`config.mk`:
```
export PLATFORM = sky130hd
export DESIGN_NAME = ps2_packet_assembler
export DESIGN_NICKNAME = d
export VERILOG_FILES = /design/src/rtl/ps2_packet_assembler.sv
export SDC_FILE = /design/constraint.sdc
export NUM_CORES = 1
export LEC_CHECK = 0
export CAP_MARGIN = 25
export CORE_ASPECT_RATIO = 1.75
export CORE_MARGIN = 2
export CORE_UTILIZATION = 45
export DETAILED_ROUTE_END_ITERATION = 10
export PLACE_DENSITY = 0.68
export SETUP_SLACK_MARGIN = 0.5
export SLEW_MARGIN = 25
export SYNTH_ARGS = -nofsm -noshare
export SYNTH_HDL_FRONTEND = slang
export SYNTH_SLANG_ARGS = --single-unit
export TNS_END_PERCENT = 10
```
`constraint.sdc`:
```
create_clock -name clk -period 3.4 [get_ports clk]
set_input_delay 0.68 -clock clk [delete_from_list [all_inputs] [get_ports clk]]
set_output_delay 0.68 -clock clk [all_outputs]
set_load 0.02 [all_outputs]
```
`src/rtl/ps2_packet_assembler.sv`:
```
// ps2_packet_assembler
//   Collects 3-byte (standard) or 4-byte (wheel) PS/2 mouse packets from a
//   byte receiver and decodes them into button states, scaled movement
//   magnitudes, direction flags and an optional wheel delta.
//
// Parameters
//   PKT_BYTES : 3 or 4 bytes per packet
//   VEL_W     : width of vx/vy (4..10)
//   SHIFT     : right shift applied to movement magnitude (0..3)
//   TIMEOUT   : idle clk cycles before a partial packet is abandoned
//
// Ports
//   clk, rst          : clock, synchronous active-high reset
//   byte_ready        : receiver level, a rising edge marks a new byte
//   byte_data         : received byte, stable while byte_ready is high
//   pkt_valid         : one-cycle pulse when decoded outputs update
//   btn_left/right/middle : buttons from byte 0 bits 0..2
//   vx, vy            : saturated, shifted movement magnitudes
//   dx, dy            : 1 = non-negative movement
//   wheel             : byte 3 bits 3:0 (0 in 3-byte mode)
//   sync_err          : pulse when a first byte without bit 3 is dropped
//   timeout           : pulse when a partial packet is abandoned
module ps2_packet_assembler #(
   parameter int PKT_BYTES = 3,
   parameter int VEL_W     = 10,
   parameter int SHIFT     = 1,
   parameter int TIMEOUT   = 10000000
) (
   input  logic             clk,
   input  logic             rst,
   input  logic             byte_ready,
   input  logic [7:0]       byte_data,
   output logic             pkt_valid,
   output logic             btn_left,
   output logic             btn_right,
   output logic             btn_middle,
   output logic [VEL_W-1:0] vx,
   output logic [VEL_W-1:0] vy,
   output logic             dx,
   output logic             dy,
   output logic [3:0]       wheel,
   output logic             sync_err,
   output logic             timeout
);

   localparam int CNT_W = (TIMEOUT > 2) ? $clog2(TIMEOUT) : 1;
   localparam logic [CNT_W-1:0] CNT_LAST = CNT_W'(TIMEOUT - 1);
   localparam logic [10:0] VMAX = 11'((1 << VEL_W) - 1);

   typedef enum logic [1:0] {IDLE, B1, B2, B3} state_t;

   state_t state, state_n;

   logic sync1, sync2, sync3;
   logic byte_edge;

   logic [CNT_W-1:0] idle_cnt;

   // Byte 0 is kept as its individual fields; bit 3 is only a sync marker.
   logic [2:0] btns;
   logic       x_sign, y_sign, x_ovf, y_ovf;
   logic [7:0] b1, b2;
   logic [3:0] b3;
   logic       done;

   logic take0, take1, take2, take3;
   logic last, sync_err_n, timeout_n;

   // Synchroniser plus one extra stage for rising-edge detection
   always_ff @(posedge clk) begin
      if (rst) begin
         sync1 <= 1'b0;
         sync2 <= 1'b0;
         sync3 <= 1'b0;
      end else begin
         sync1 <= byte_ready;
         sync2 <= sync1;
         sync3 <= sync2;
      end
   end

   assign byte_edge = sync2 & ~sync3;

   always_ff @(posedge clk) begin
      if (rst) state <= IDLE;
      else     state <= state_n;
   end

   always_comb begin
      state_n    = state;
      take0      = 1'b0;
      take1      = 1'b0;
      take2      = 1'b0;
      take3      = 1'b0;
      last       = 1'b0;
      sync_err_n = 1'b0;
      timeout_n  = 1'b0;
      case (state)
         IDLE: begin
            if (byte_edge) begin
               if (byte_data[3]) begin
                  take0   = 1'b1;
                  state_n = B1;
               end else begin
                  sync_err_n = 1'b1;
               end
            end
         end
         B1: begin
            if (byte_edge) begin
               take1   = 1'b1;
               state_n = B2;
            end else if (idle_cnt == CNT_LAST) begin
               timeout_n = 1'b1;
               state_n   = IDLE;
            end
         end
         B2: begin
            if (byte_edge) begin
               take2 = 1'b1;
               if (PKT_BYTES == 4) begin
                  state_n = B3;
               end else begin
                  last    = 1'b1;
                  state_n = IDLE;
               end
            end else if (idle_cnt == CNT_LAST) begin
               timeout_n = 1'b1;
               state_n   = IDLE;
            end
         end
         B3: begin
            if (byte_edge) begin
               take3   = 1'b1;
               last    = 1'b1;
               state_n = IDLE;
            end else if (idle_cnt == CNT_LAST) begin
               timeout_n = 1'b1;
               state_n   = IDLE;
            end
         end
         default: state_n = IDLE;
      endcase
   end

   // Idle counter only runs mid-packet; any byte restarts it.
   always_ff @(posedge clk) begin
      if (rst) begin
         idle_cnt <= '0;
      end else if (state == IDLE || byte_edge || timeout_n) begin
         idle_cnt <= '0;
      end else begin
         idle_cnt <= idle_cnt + CNT_W'(1);
      end
   end

   always_ff @(posedge clk) begin
      if (rst) begin
         btns   <= '0;
         x_sign <= 1'b0;
         y_sign <= 1'b0;
         x_ovf  <= 1'b0;
         y_ovf  <= 1'b0;
         b1     <= '0;
         b2     <= '0;
         b3     <= '0;
         done   <= 1'b0;
      end else begin
         if (take0) begin
            btns   <= byte_data[2:0];
            x_sign <= byte_data[4];
            y_sign <= byte_data[5];
            x_ovf  <= byte_data[6];
            y_ovf  <= byte_data[7];
         end
         if (take1) b1 <= byte_data;
         if (take2) b2 <= byte_data;
         if (take3) b3 <= byte_data[3:0];
         // Decode happens one cycle after the final byte lands in its register
         done <= last;
      end
   end

   function automatic logic [VEL_W-1:0] scale(input logic [8:0] v, input logic ovf);
      logic [8:0]  mag;
      logic [10:0] shifted;
      mag = v[8] ? (~v + 9'd1) : v;
      if (ovf) mag = 9'd255;
      shifted = {2'b00, mag} >> SHIFT;
      if (shifted > VMAX) shifted = VMAX;
      return shifted[VEL_W-1:0];
   endfunction

   always_ff @(posedge clk) begin
      if (rst) begin
         pkt_valid  <= 1'b0;
         btn_left   <= 1'b0;
         btn_right  <= 1'b0;
         btn_middle <= 1'b0;
         vx         <= '0;
         vy         <= '0;
         dx         <= 1'b1;
         dy         <= 1'b1;
         wheel      <= '0;
         sync_err   <= 1'b0;
         timeout    <= 1'b0;
      end else begin
         pkt_valid <= done;
         sync_err  <= sync_err_n;
         timeout   <= timeout_n;
         if (done) begin
            btn_left   <= btns[0];
            btn_right  <= btns[1];
            btn_middle <= btns[2];
            vx         <= scale({x_sign, b1}, x_ovf);
            vy         <= scale({y_sign, b2}, y_ovf);
            dx         <= ~x_sign;
            dy         <= ~y_sign;
            wheel      <= (PKT_BYTES == 4) ? b3 : 4'd0;
         end
      end
   end

endmodule

```
# After elaboration in Yosys (flattened, before gate mapping)

Index checks and enable logic that the tools add are counted.

Output and inout port bits: 32
Word-level logic and storage cells: 78
Bits in registers: 81

Add/sub/neg operators: 3
Reductions and logical operators: 9
Bitwise operators: 9
Multiplexer cells: 26
Eq/ne operators: 6
$lt $le $gt $ge: 2

Operators by type and width:

| cell                                                                   | number |
|---|---|
| 9-bit 2-to-1 mux                                                       | 8 |
| 24-bit by 1-bit adder with 24-bit output (second input constant)       | 1 |
| 24-bit == test (second input constant)                                 | 1 |
| 8-bit by 10-bit > comparator with 1-bit output (second input constant) | 2 |
| 10-bit 2-to-1 mux                                                      | 2 |
| 9-bit by 1-bit adder with 9-bit output (second input constant)         | 2 |
| 9-bit NOT                                                              | 2 |
| 1-bit 2-to-1 mux                                                       | 10 |
| 2-bit 2-to-1 mux                                                       | 5 |
| 1-bit NOT                                                              | 6 |
| 2-bit one-hot mux with 3 select lines                                  | 1 |
| 2-bit OR reduction                                                     | 3 |
| 3-bit OR reduction                                                     | 2 |
| 2-bit == test (second input constant)                                  | 2 |
| 2-bit inequality test (second input constant)                          | 2 |
| 2-bit by 1-bit == test with 1-bit output (second input constant)       | 1 |
| 2-bit zero test                                                        | 1 |
| 1-bit logical OR                                                       | 2 |
| 2-bit AND reduction                                                    | 1 |
| 1-bit AND                                                              | 1 |

# Depth between registers and ports, before layout

Gate-level depths: netlist (run 1).

Depth after elaboration: 8
Mapped depth: 6

# Worst setup path after synthesis (run 1)

No wires, ideal clock.

Path type: reg-to-reg
Start: register idle_cnt[0]
End: register idle_cnt[20]
Path buffers: 0
Arrival: 1.853 ns
Path slack: 1.461 ns
Stages on the path, launching flop included: 6
Cell sequence: dfxtp_1 > ha_1 > nand4_1 > or4_1 > or3_1 > a211oi_1

Cells in the longest elaborated chain, start to end: 6

RTL lines:

| element                                                                          | line | RTL |
|---|---|---|
| from (decl)                                                                      | 57   | `logic [CNT_W-1:0] idle_cnt;` |
| from (signal assigned)                                                           | 153  | `idle_cnt <= idle_cnt + CNT_W'(1);` |
| branches (longest 6 deep; another with 24-bit by 1-bit adder with 24-bit output) | n/a  |  |

Several ways; the timed one is not identified.
A chain may end at the register's enable or synchronous reset.

# Worst setup path after layout (run 1)

Same ends and word-level chain as after synthesis.

==> reports/metrics.csv, run 1 <==
metric,value,unit
io_pins,43,
setup_viol,0,
critPathMaxFanout,6,
p_per_area,479,nW/um^2
grt_pass1_wl,11800,um
status,"finished, final reports clean",
synth_area_leaders,"dfxtp_1 (46%), mux2i_1 (6.0%), nor2_1 (4.6%)",
dpl.cell_count,477,
synth_warnings,0,
drc,0,
clockBufferDepth,2,
vias_per_cell,5.54,
start_util,46.5,%
fmax,474,MHz
fin_worst_skew,0.00719,ns
routed_wl,7080,um
antenna_found_initial,0,
root_buffer,clkbuf_16,
place_congestion,0.863,
portBuffers,34,
rsz0062_at_grt,no,
grtUsageTotal,18.1,%
die_y,118,um
post_drt_wl_per_cell,14.4,um
path_class,register to register,
die_w,69.3,um
crit_required,3.64,ns
holdBufCountCts,0,
dpl.hpwl,5110,um
grt_pass1_vias,2507,
numCtsBuffers,9,
ys.flop_type,dfxtp_1,
row_count,41,
grt_overflow_total,0,
synth.distinct_cells,40,
die_area,8200,um^2
arrival,2.35,ns
fin_nets,416,
relSlewSlack,38.6,%
via_count,2721,
layout_worst_path_cycle_share,62.1,%
fillers,682,
end_kind,register,
synth_edf_count,0,
area_delta_synth_final,19.6,%
drtIter0Drc,190,
drv_cap,0,
yosysTopAreaCell,dfxtp_1,
final_antenna_net_count,0,
ys_seq_elements,77,
critPathLaunchType,register,
ys_top_cells_by_count,"dfxtp_1 (77), nor2_1 (41), nand2_1 (30), mux2i_1 (20)",
total_leakage_power,1.32,nW
seq_area_frac_synth,45.9,%
syn-instance-count,372,
clk_latency,0.34,ns
hold_viol,0,
holdCritPathClass,register to register,
drive_gt1_share,6.17,%
htreeDepth,3,
antennaDiodeCount,0,
grt_max_degree,53,
ir_drop,0.222,mV
tns,0,ns
cts_tree,built,
synthArstFlopShare,0,%
yosysMostFrequentCell,dfxtp_1,
dpl_worst_slack,1.28,ns
finalWorstSetupSlack,1.29,ns
tightestPinTransition,0.921,ns
avgSynthCellArea,9.03,um^2
yosysTopAreaCellShare,45.9,%
drv_slew,0,
cts_setup_buffers,0,
cts-resized-gates,0,
clkSlewWorstSetupHoldPaths,0.06,ns
core,7230,um^2
firstDrtPassIters,4,
syn_area,3360,um^2
layout.cells.non_filler,491,
clock_sinks,77,
post-route-min-period,2.11,ns
## layout make-up
| type | instances | area, um^2 | area share, % |
|---|---|---|---|
| clock buffer | 13 | 270 | 6.72 |
| clock inverter | 1 | 30.0 | 0.747 |
| inverter | 9 | 33.8 | 0.841 |
| multi-input combinational | 268 | 1680 | 41.7 |
| sequential | 77 | 1540 | 38.4 |
| tap | 86 | 108 | 2.68 |
| timing repair buffer | 37 | 358 | 8.90 |
## placed cells by master, fill, tap and decap left out, types with 3 or more instances in the layout
cell and n:
clkbuf_16 9, o31ai_1 7, clkbuf_8 3, conb_1 8, a211oi_1 18, ha_1 3, or4_1 7, nor2b_1 9
nand2_1 30, xor2_1 14, nor2_1 41, nor3_1 18, nand4_1 7, buf_4 3, a21oi_1 12, a211oi_2 3
inv_1 9, nand2b_1 6, dfxtp_1 77, or3_1 9, nor4_1 3, o21ai_0 12, nand3_1 9, clkdlybuf4s50_1 33
xnor2_1 10, mux2i_1 20, a311oi_1 3, and4_1 3
## routing by layer
layer	global-route usage, %	routed length, um
met5	0	0
met4	8.33	145
met3	4.43	256
met2	33.2	3890
met1	19.0	2790
## worst max-delay path, cell delays in order (launching register included)
cell	delay (ns)
dfxtp_1	0.37
ha_1	0.24
nand4_1	0.17
or4_1	0.63
or3_1	0.37
a211oi_1	0.23
## metrics by stage
step	instance area (um^2)	total power, mW	util (%)	hold slack [ns]
floorplan	3390	0.967	-	0.414
global placement	3720	0.982	51.4	0.429
detailed placement	3720	0.982	51.4	0.450
CTS	4020	1.95	55.6	0.460
global route	4020	1.99	55.6	0.476
finish	4020	1.92	55.6	0.451
## registers in the layout, indices dropped and copies added, names as in the netlist, 2 cells and up
register  flops
idle_cnt     24
vx            8
b1            8
b2            8
state         2
vy            8
btns          3
## worst paths after layout
| check | slack [ns] | startpoint | depth (start not counted) | end |
|---|---|---|---|---|
| max | 1.29 | idle_cnt[0] | 5 | idle_cnt[20] |
| min | 0.45 | sync1 | 1 | sync2 |
| max reg2reg | 1.29 | idle_cnt[0] | 5 | idle_cnt[20] |
| min reg2reg | 0.45 | sync1 | 1 | sync2 |
## power by group
group	switching (mW)	internal [mW]	leakage, nW	total (mW)
clock	0.341	0.620	0.148	0.961
combinational	0.0322	0.0183	0.546	0.0505
sequential	0.00457	0.907	0.621	0.912
total	0.378	1.55	1.32	1.92
## cell families (layout without fill, tap and decap cells)
logic type	Yosys count	in the layout	share of synthesized area, %
muxes	20	20	5.96
and+or+nand+nor	153	153	23.5
adders and majority gates	3	3	1.12
DFF	77	77	45.9
xor gates and xnor gates	24	24	6.25
buffers and inverters	34	60	4.99
AOI/OAI and AO/OA	60	60	12.2
other	1	8	0.112
(Power assumes the default switching activity.)
==> run 2, diff against run 1 <==
--- a/config.mk
+++ b/config.mk
@@ -10,7 +10,7 @@
 export CORE_MARGIN = 2
 export CORE_UTILIZATION = 45
 export DETAILED_ROUTE_END_ITERATION = 10
-export PLACE_DENSITY = 0.68
+export PLACE_DENSITY = 0.71
 export SETUP_SLACK_MARGIN = 0.5
 export SLEW_MARGIN = 25
 export SYNTH_ARGS = -nofsm -noshare
==> constraint.sdc (replaced) <==
create_clock -name clk -period 1.9 [get_ports clk]
set_input_delay 0.38 -clock clk [delete_from_list [all_inputs] [get_ports clk]]
set_output_delay 0.38 -clock clk [all_outputs]
set_load 0.02 [all_outputs]
==> run 2 against run 1 <==
Net effect:
- global-route usage increased by 1.1 points
- clock power is 58% higher
- non-clock buffer count up 30
- sequential power is 78% higher
- clock skew fell by 0.0026 ns
- utilization up 4.1 points
- total power increased by 68%
- count of clock-buffer cells in the layout unchanged
- maximum frequency rose by 17%
- worst setup slack lost 1.2 ns
- critical path depth is 1 lower
- critical endpoint is now idle_cnt[19]
==> reports/metrics.csv, run 2 (synthesis results as in run 1) <==
metric,value,unit,change
slowest_delay,0.58,ns,was 0.63 ns
grt_pass1_vias,2743,,was 2507
rsz0062_at_grt,yes,,was no
drive_gt1_share,18.1,%,was 6.17%
portBuffers,34,,unchanged
layout_worst_path_cycle_share,94.8,%,was 62.1%
path_cells,nand3_4 > or4_4 > or4_4 > a211oi_2,,was ha_1 > nand4_1 > or4_1 > or3_1 > a211oi_1
arrival,2.05,ns,was 2.35 ns
grt_overflow_total,0,,unchanged
critPathLaunchType,register,,unchanged
clock_sinks,77,,unchanged
drtIter0Drc,200,,was 190
holdCritPathClass,register to register,,unchanged
dpl.hpwl,5350,um,was 5110 um
post_drt_wl_per_cell,14.7,um,was 14.4 um
antenna_found_initial,0,,unchanged
tightestPinTransition,0.494,ns,was 0.921 ns
antennaDiodeCount,0,,unchanged
relSlewSlack,66.8,%,was 38.6%
cpMaxStageDelayCell,or4_4,,was or4_1
critPathTopFamily,simple AND/OR/NAND/NOR gates,,unchanged
final_util,59.7,%,was 55.6%
power,3.24,mW,was 1.92 mW
core,7230,um^2,unchanged
holdBufCountCts,0,,unchanged
clk_latency,0.33,ns,was 0.34 ns
fin_nets,446,,was 416
root_buffer,clkbuf_16,,unchanged
place_congestion,0.883,,was 0.863
die_area,8200,um^2,unchanged
critPathMaxFanout,7,,was 6
die_y,118,um,unchanged
grt_pass1_wl,12500,um,was 11800 um
final_antenna_net_count,0,,unchanged
path_common_cell,or4_4,,
clockBufferDepth,2,,unchanged
top_register,idle_cnt,,unchanged
clkSlewWorstSetupHoldPaths,0.05,ns,was 0.06 ns
drv_slew,0,,unchanged
grtUsageTotal,19.2,%,was 18.1%
tns,0,ns,unchanged
hold_viol,0,,unchanged
htreeDepth,3,,unchanged
crit_required,2.15,ns,was 3.64 ns
numCtsBuffers,9,,unchanged
fmax,555,MHz,was 474 MHz
start_util,46.5,%,unchanged
die_w,69.3,um,unchanged
vias_per_cell,5.40,,was 5.54
fin_worst_skew,0.00456,ns,was 0.00719 ns
io_pins,43,,unchanged
final_common_cell,dfxtp_1,,unchanged
grt_max_degree,53,,unchanged
ir_drop,0.447,mV,was 0.222 mV
p_per_area,750,nW/um^2,was 479 nW/um^2
post-route-min-period,1.80,ns,was 2.11 ns
end_kind,register,,unchanged
cts_tree,built,,unchanged
largest_register_ff_count,24,,unchanged
path_buf_inv,0,,unchanged
status,"finished, final reports clean",,unchanged
drv_cap,0,,unchanged
firstDrtPassIters,4,,unchanged
final_cell_mix,"dfxtp_1 (64), nor2_1 (40), clkdlybuf4s50_1 (33), buf_4 (31), nand2_1 (28)",,"was dfxtp_1 (77), nor2_1 (41), clkdlybuf4s50_1 (33), nand2_1 (30), mux2i_1 (20)"
area_delta_synth_final,28.4,%,was 19.6%
total_leakage_power,1.47,nW,was 1.32 nW
via_count,2820,,was 2721
drc,0,,unchanged
setup_viol,0,,unchanged
routed_wl,7690,um,was 7080 um
row_count,41,,unchanged
path_class,register to register,,unchanged
-- run 2: worst paths after layout --
path,startpoint,to,slack (ns),cells past startpoint
worst min register to register,sync1,sync2,0.45,1
worst max-delay path,idle_cnt[4],idle_cnt[19],0.1,4
worst max register to register,idle_cnt[4],idle_cnt[19],0.1,4
worst min-delay path,sync1,sync2,0.45,1
-- run 2: per-stage QoR --
| stage | worst slack [ns] | instance area, um^2 | hold slack [ns] | instances |
|---|---|---|---|---|
| after floorplan | 0.193 | 3470 | 0.414 | 379 |
| after global placement | 0.0818 | 3910 | 0.433 | 491 |
| after detailed placement | 0.0389 | 3910 | 0.445 | 491 |
| after CTS | 0.101 | 4290 | 0.460 | 519 |
| after global routing | 0.0151 | 4320 | 0.464 | 522 |
| final | 0.0988 | 4320 | 0.452 | 522 |
-- run 2: cell type report --
| class | count | area, um^2 |
|---|---|---|
| Inverter | 9 | 33.8 |
| Timing Repair Buffer | 67 | 599 |
| Clock inverter | 2 | 10.0 |
| Fill cell | 639 | 2920 |
| Sequential cell | 77 | 1570 |
| Clock buffer | 13 | 250 |
| Tap cell | 86 | 108 |
| Multi-Input combinational cell | 268 | 1740 |
-- run 2: where the power goes --
part           switching (mW)  leakage [nW]  internal [mW]  total [mW]
Combinational          0.0595         0.708         0.0354      0.0948
Clock                   0.609         0.129          0.908        1.52
Sequential            0.00715         0.629           1.62        1.62
Total                   0.676          1.47           2.56        3.24
-- run 2: timing repair --
item	CTS	global route
gates resized for setup	6	3
setup endpoints to repair	57	71
setup buffers	13	3
endpoints found under the hold margin	0	0
pin swaps	4	2
-- run 2: metal layers --
metal	track usage [%]	vias up	wire length, um
met3	4.18	17	265
met2	37.8	66	4370
li1	-	1426	-
met5	0	-	0
met1	17.6	1311	2840
met4	10.0	0	217
==> run 3, diff against run 2 <==
--- a/config.mk
+++ b/config.mk
@@ -8,9 +8,9 @@
 export CAP_MARGIN = 25
 export CORE_ASPECT_RATIO = 1.75
 export CORE_MARGIN = 2
-export CORE_UTILIZATION = 45
+export CORE_UTILIZATION = 49
 export DETAILED_ROUTE_END_ITERATION = 10
-export PLACE_DENSITY = 0.71
+export PLACE_DENSITY = 0.76
 export SETUP_SLACK_MARGIN = 0.5
 export SLEW_MARGIN = 25
 export SYNTH_ARGS = -nofsm -noshare
==> run 3 against run 2 <==
Net effect:
- die area fell by 7.8%
- highest routed layer unchanged
- largest cell class unchanged
- global-route usage is 2.8 points higher
- sequential share of layout area down 0.97 points
- routed wire length increased by 7.8%
- non-clock buffer count decreased by 11
- clock skew rose by 0.0044 ns
- critical path type unchanged
==> reports/metrics.csv, run 3 (synthesis results as in run 1) <==
metric,value,unit,change
status,"finished, final reports clean",,unchanged
firstDrtPassIters,4,,unchanged
antenna_found_initial,0,,unchanged
grt_pass1_vias,2736,,was 2743
grt_overflow_total,0,,unchanged
reg2reg_slack,0.06,ns,was 0.1 ns
end_kind,register,,unchanged
htreeDepth,3,,unchanged
place_area,3890,um^2,was 3910 um^2
ir_drop,0.510,mV,was 0.447 mV
path_buf_inv,0,,unchanged
clock_sinks,77,,unchanged
final_antenna_net_count,0,,unchanged
critPathMaxFanout,7,,unchanged
cts_tree,built,,unchanged
holdWs,0.444,ns,was 0.452 ns
final_util,65.9,%,was 59.7%
path_common_cell,or4_4,,unchanged
setup_viol,0,,unchanged
vias_per_cell,5.64,,was 5.40
layout.area.seq,1580,um^2,was 1570 um^2
numCtsBuffers,9,,unchanged
drv_slew,0,,unchanged
via_count,2880,,was 2820
relSlewSlack,64.8,%,was 66.8%
grt_pass1_wl,12600,um,was 12500 um
finalWorstSetupSlack,0.0646,ns,was 0.0988 ns
drive_gt1_share,21.1,%,was 18.1%
die_area,7560,um^2,was 8200 um^2
core,6760,um^2,was 7230 um^2
clk_latency,0.34,ns,was 0.33 ns
start_util,49.7,%,was 46.5%
slowest_delay,0.53,ns,was 0.58 ns
drtIter0Drc,221,,was 200
dpl_worst_slack,0.0320,ns,was 0.0389 ns
fillers,524,,was 639
post-route-min-period,1.84,ns,was 1.80 ns
place_congestion,0.881,,was 0.883
die_y,114,um,was 118 um
holdCritPathClass,register to register,,unchanged
path_class,register to register,,unchanged
fin_worst_skew,0.00891,ns,was 0.00456 ns
layout_worst_path_cycle_share,96.6,%,was 94.8%
routed_wl,8290,um,was 7690 um
io_pins,43,,unchanged
crit_required,2.15,ns,about the same
cpMaxStageDelayCell,or4_4,,unchanged
arrival,2.09,ns,was 2.05 ns
reg2regPathDepth,4,,unchanged
hold_depth,1,,unchanged
total_leakage_power,1.87,nW,was 1.47 nW
portBuffers,34,,unchanged
fmax,545,MHz,was 555 MHz
multiInputGateArea,1860,um^2,was 1740 um^2
row_count,40,,was 41
rsz0062_at_grt,yes,,unchanged
critPathLaunchType,register,,unchanged
die_w,66.6,um,was 69.3 um
clockBufferDepth,2,,unchanged
drv_cap,0,,unchanged
top_register,idle_cnt,,unchanged
p_per_area,775,nW/um^2,was 750 nW/um^2
largest_register_ff_count,24,,unchanged
final_cell_mix,"dfxtp_1 (59), nor2_1 (39), nand2_1 (29), dlymetal6s2s_1 (24), buf_4 (21)",,"was dfxtp_1 (64), nor2_1 (40), clkdlybuf4s50_1 (33), buf_4 (31), nand2_1 (28)"
finalInstanceArea,4450,um^2,was 4320 um^2
root_buffer,clkbuf_16,,unchanged
clkSlewWorstSetupHoldPaths,0.06,ns,was 0.05 ns
grt_max_degree,53,,unchanged
hold_viol,0,,unchanged
fin_nets,436,,was 446
drc,0,,unchanged
post_drt_wl_per_cell,16.2,um,was 14.7 um
dpl.hpwl,5410,um,was 5350 um
antennaDiodeCount,0,,unchanged
grtUsageTotal,22.0,%,was 19.2%
area_delta_synth_final,32.5,%,was 28.4%
final_common_cell,dfxtp_1,,unchanged
cp.depth,4,,unchanged
tightestPinTransition,0.527,ns,was 0.494 ns
path_cells,nand4_1 > or4_4 > or4_4 > a211oi_2,,was nand3_4 > or4_4 > or4_4 > a211oi_2
critPathTopFamily,simple AND/OR/NAND/NOR gates,,unchanged
-- run 3: path summary, 6_finish.rpt --
kind                                  start      endpoint
worst min register to register        sync1         sync2
worst min-delay path                  sync1         sync2
worst max-delay path            idle_cnt[7]  idle_cnt[21]
worst max register to register  idle_cnt[7]  idle_cnt[21]
-- run 3: what timing repair did --
action | 4_1_cts | 5_1_grt
endpoints found under the hold margin | 0 | 0
hold buffers | 0 | 0
cloned | 1 | 0
setup buffers | 5 | 3
resized for setup | 1 | 57
endpoints found under the setup margin | 57 | 77
pin swaps | 0 | 18
-- run 3: cell type report --
cell class / count / share of cell area (%)
Multi-Input combinational cell: 269 / 41.8
Inverter: 9 / 0.759
Sequential cell: 77 / 35.4
Clock buffer: 13 / 5.85
Clock inverter: 3 / 0.984
Tap cell: 84 / 2.36
Timing Repair Buffer: 56 / 12.9
-- run 3: power by group --
group | switching [mW] | leakage (nW) | internal, mW
combinational | 0.0619 | 1.08 | 0.0372
clock | 0.637 | 0.150 | 1.09
sequential | 0.00772 | 0.632 | 1.62
total | 0.706 | 1.87 | 2.74
-- run 3: worst register-to-register path: cells and delay by family (launching register included) --
kind | cells | cell delay [ns]
flops | 1 | 0.33
simple gates | 3 | 1.23
compound gates | 1 | 0.19
-- run 3: through the flow --
step | total power [mW] | cells | TNS [ns]
after floorplan | 1.73 | 379 | 0
after global placement | 1.76 | 486 | 0
after detailed placement | 1.76 | 486 | 0
after CTS | 3.47 | 508 | 0
after global routing | 3.55 | 511 | -0.0549
final | 3.45 | 511 | 0
-- run 3: routing by layer --
metal | global-route usage, % | up-vias | wire [um]
met3 | 5.33 | 12 | 316
met1 | 20.8 | 1388 | 2980
met2 | 42.0 | 72 | 4860
li1 | - | 1408 | -
met4 | 11.0 | 0 | 137
met5 | 0 | - | 0
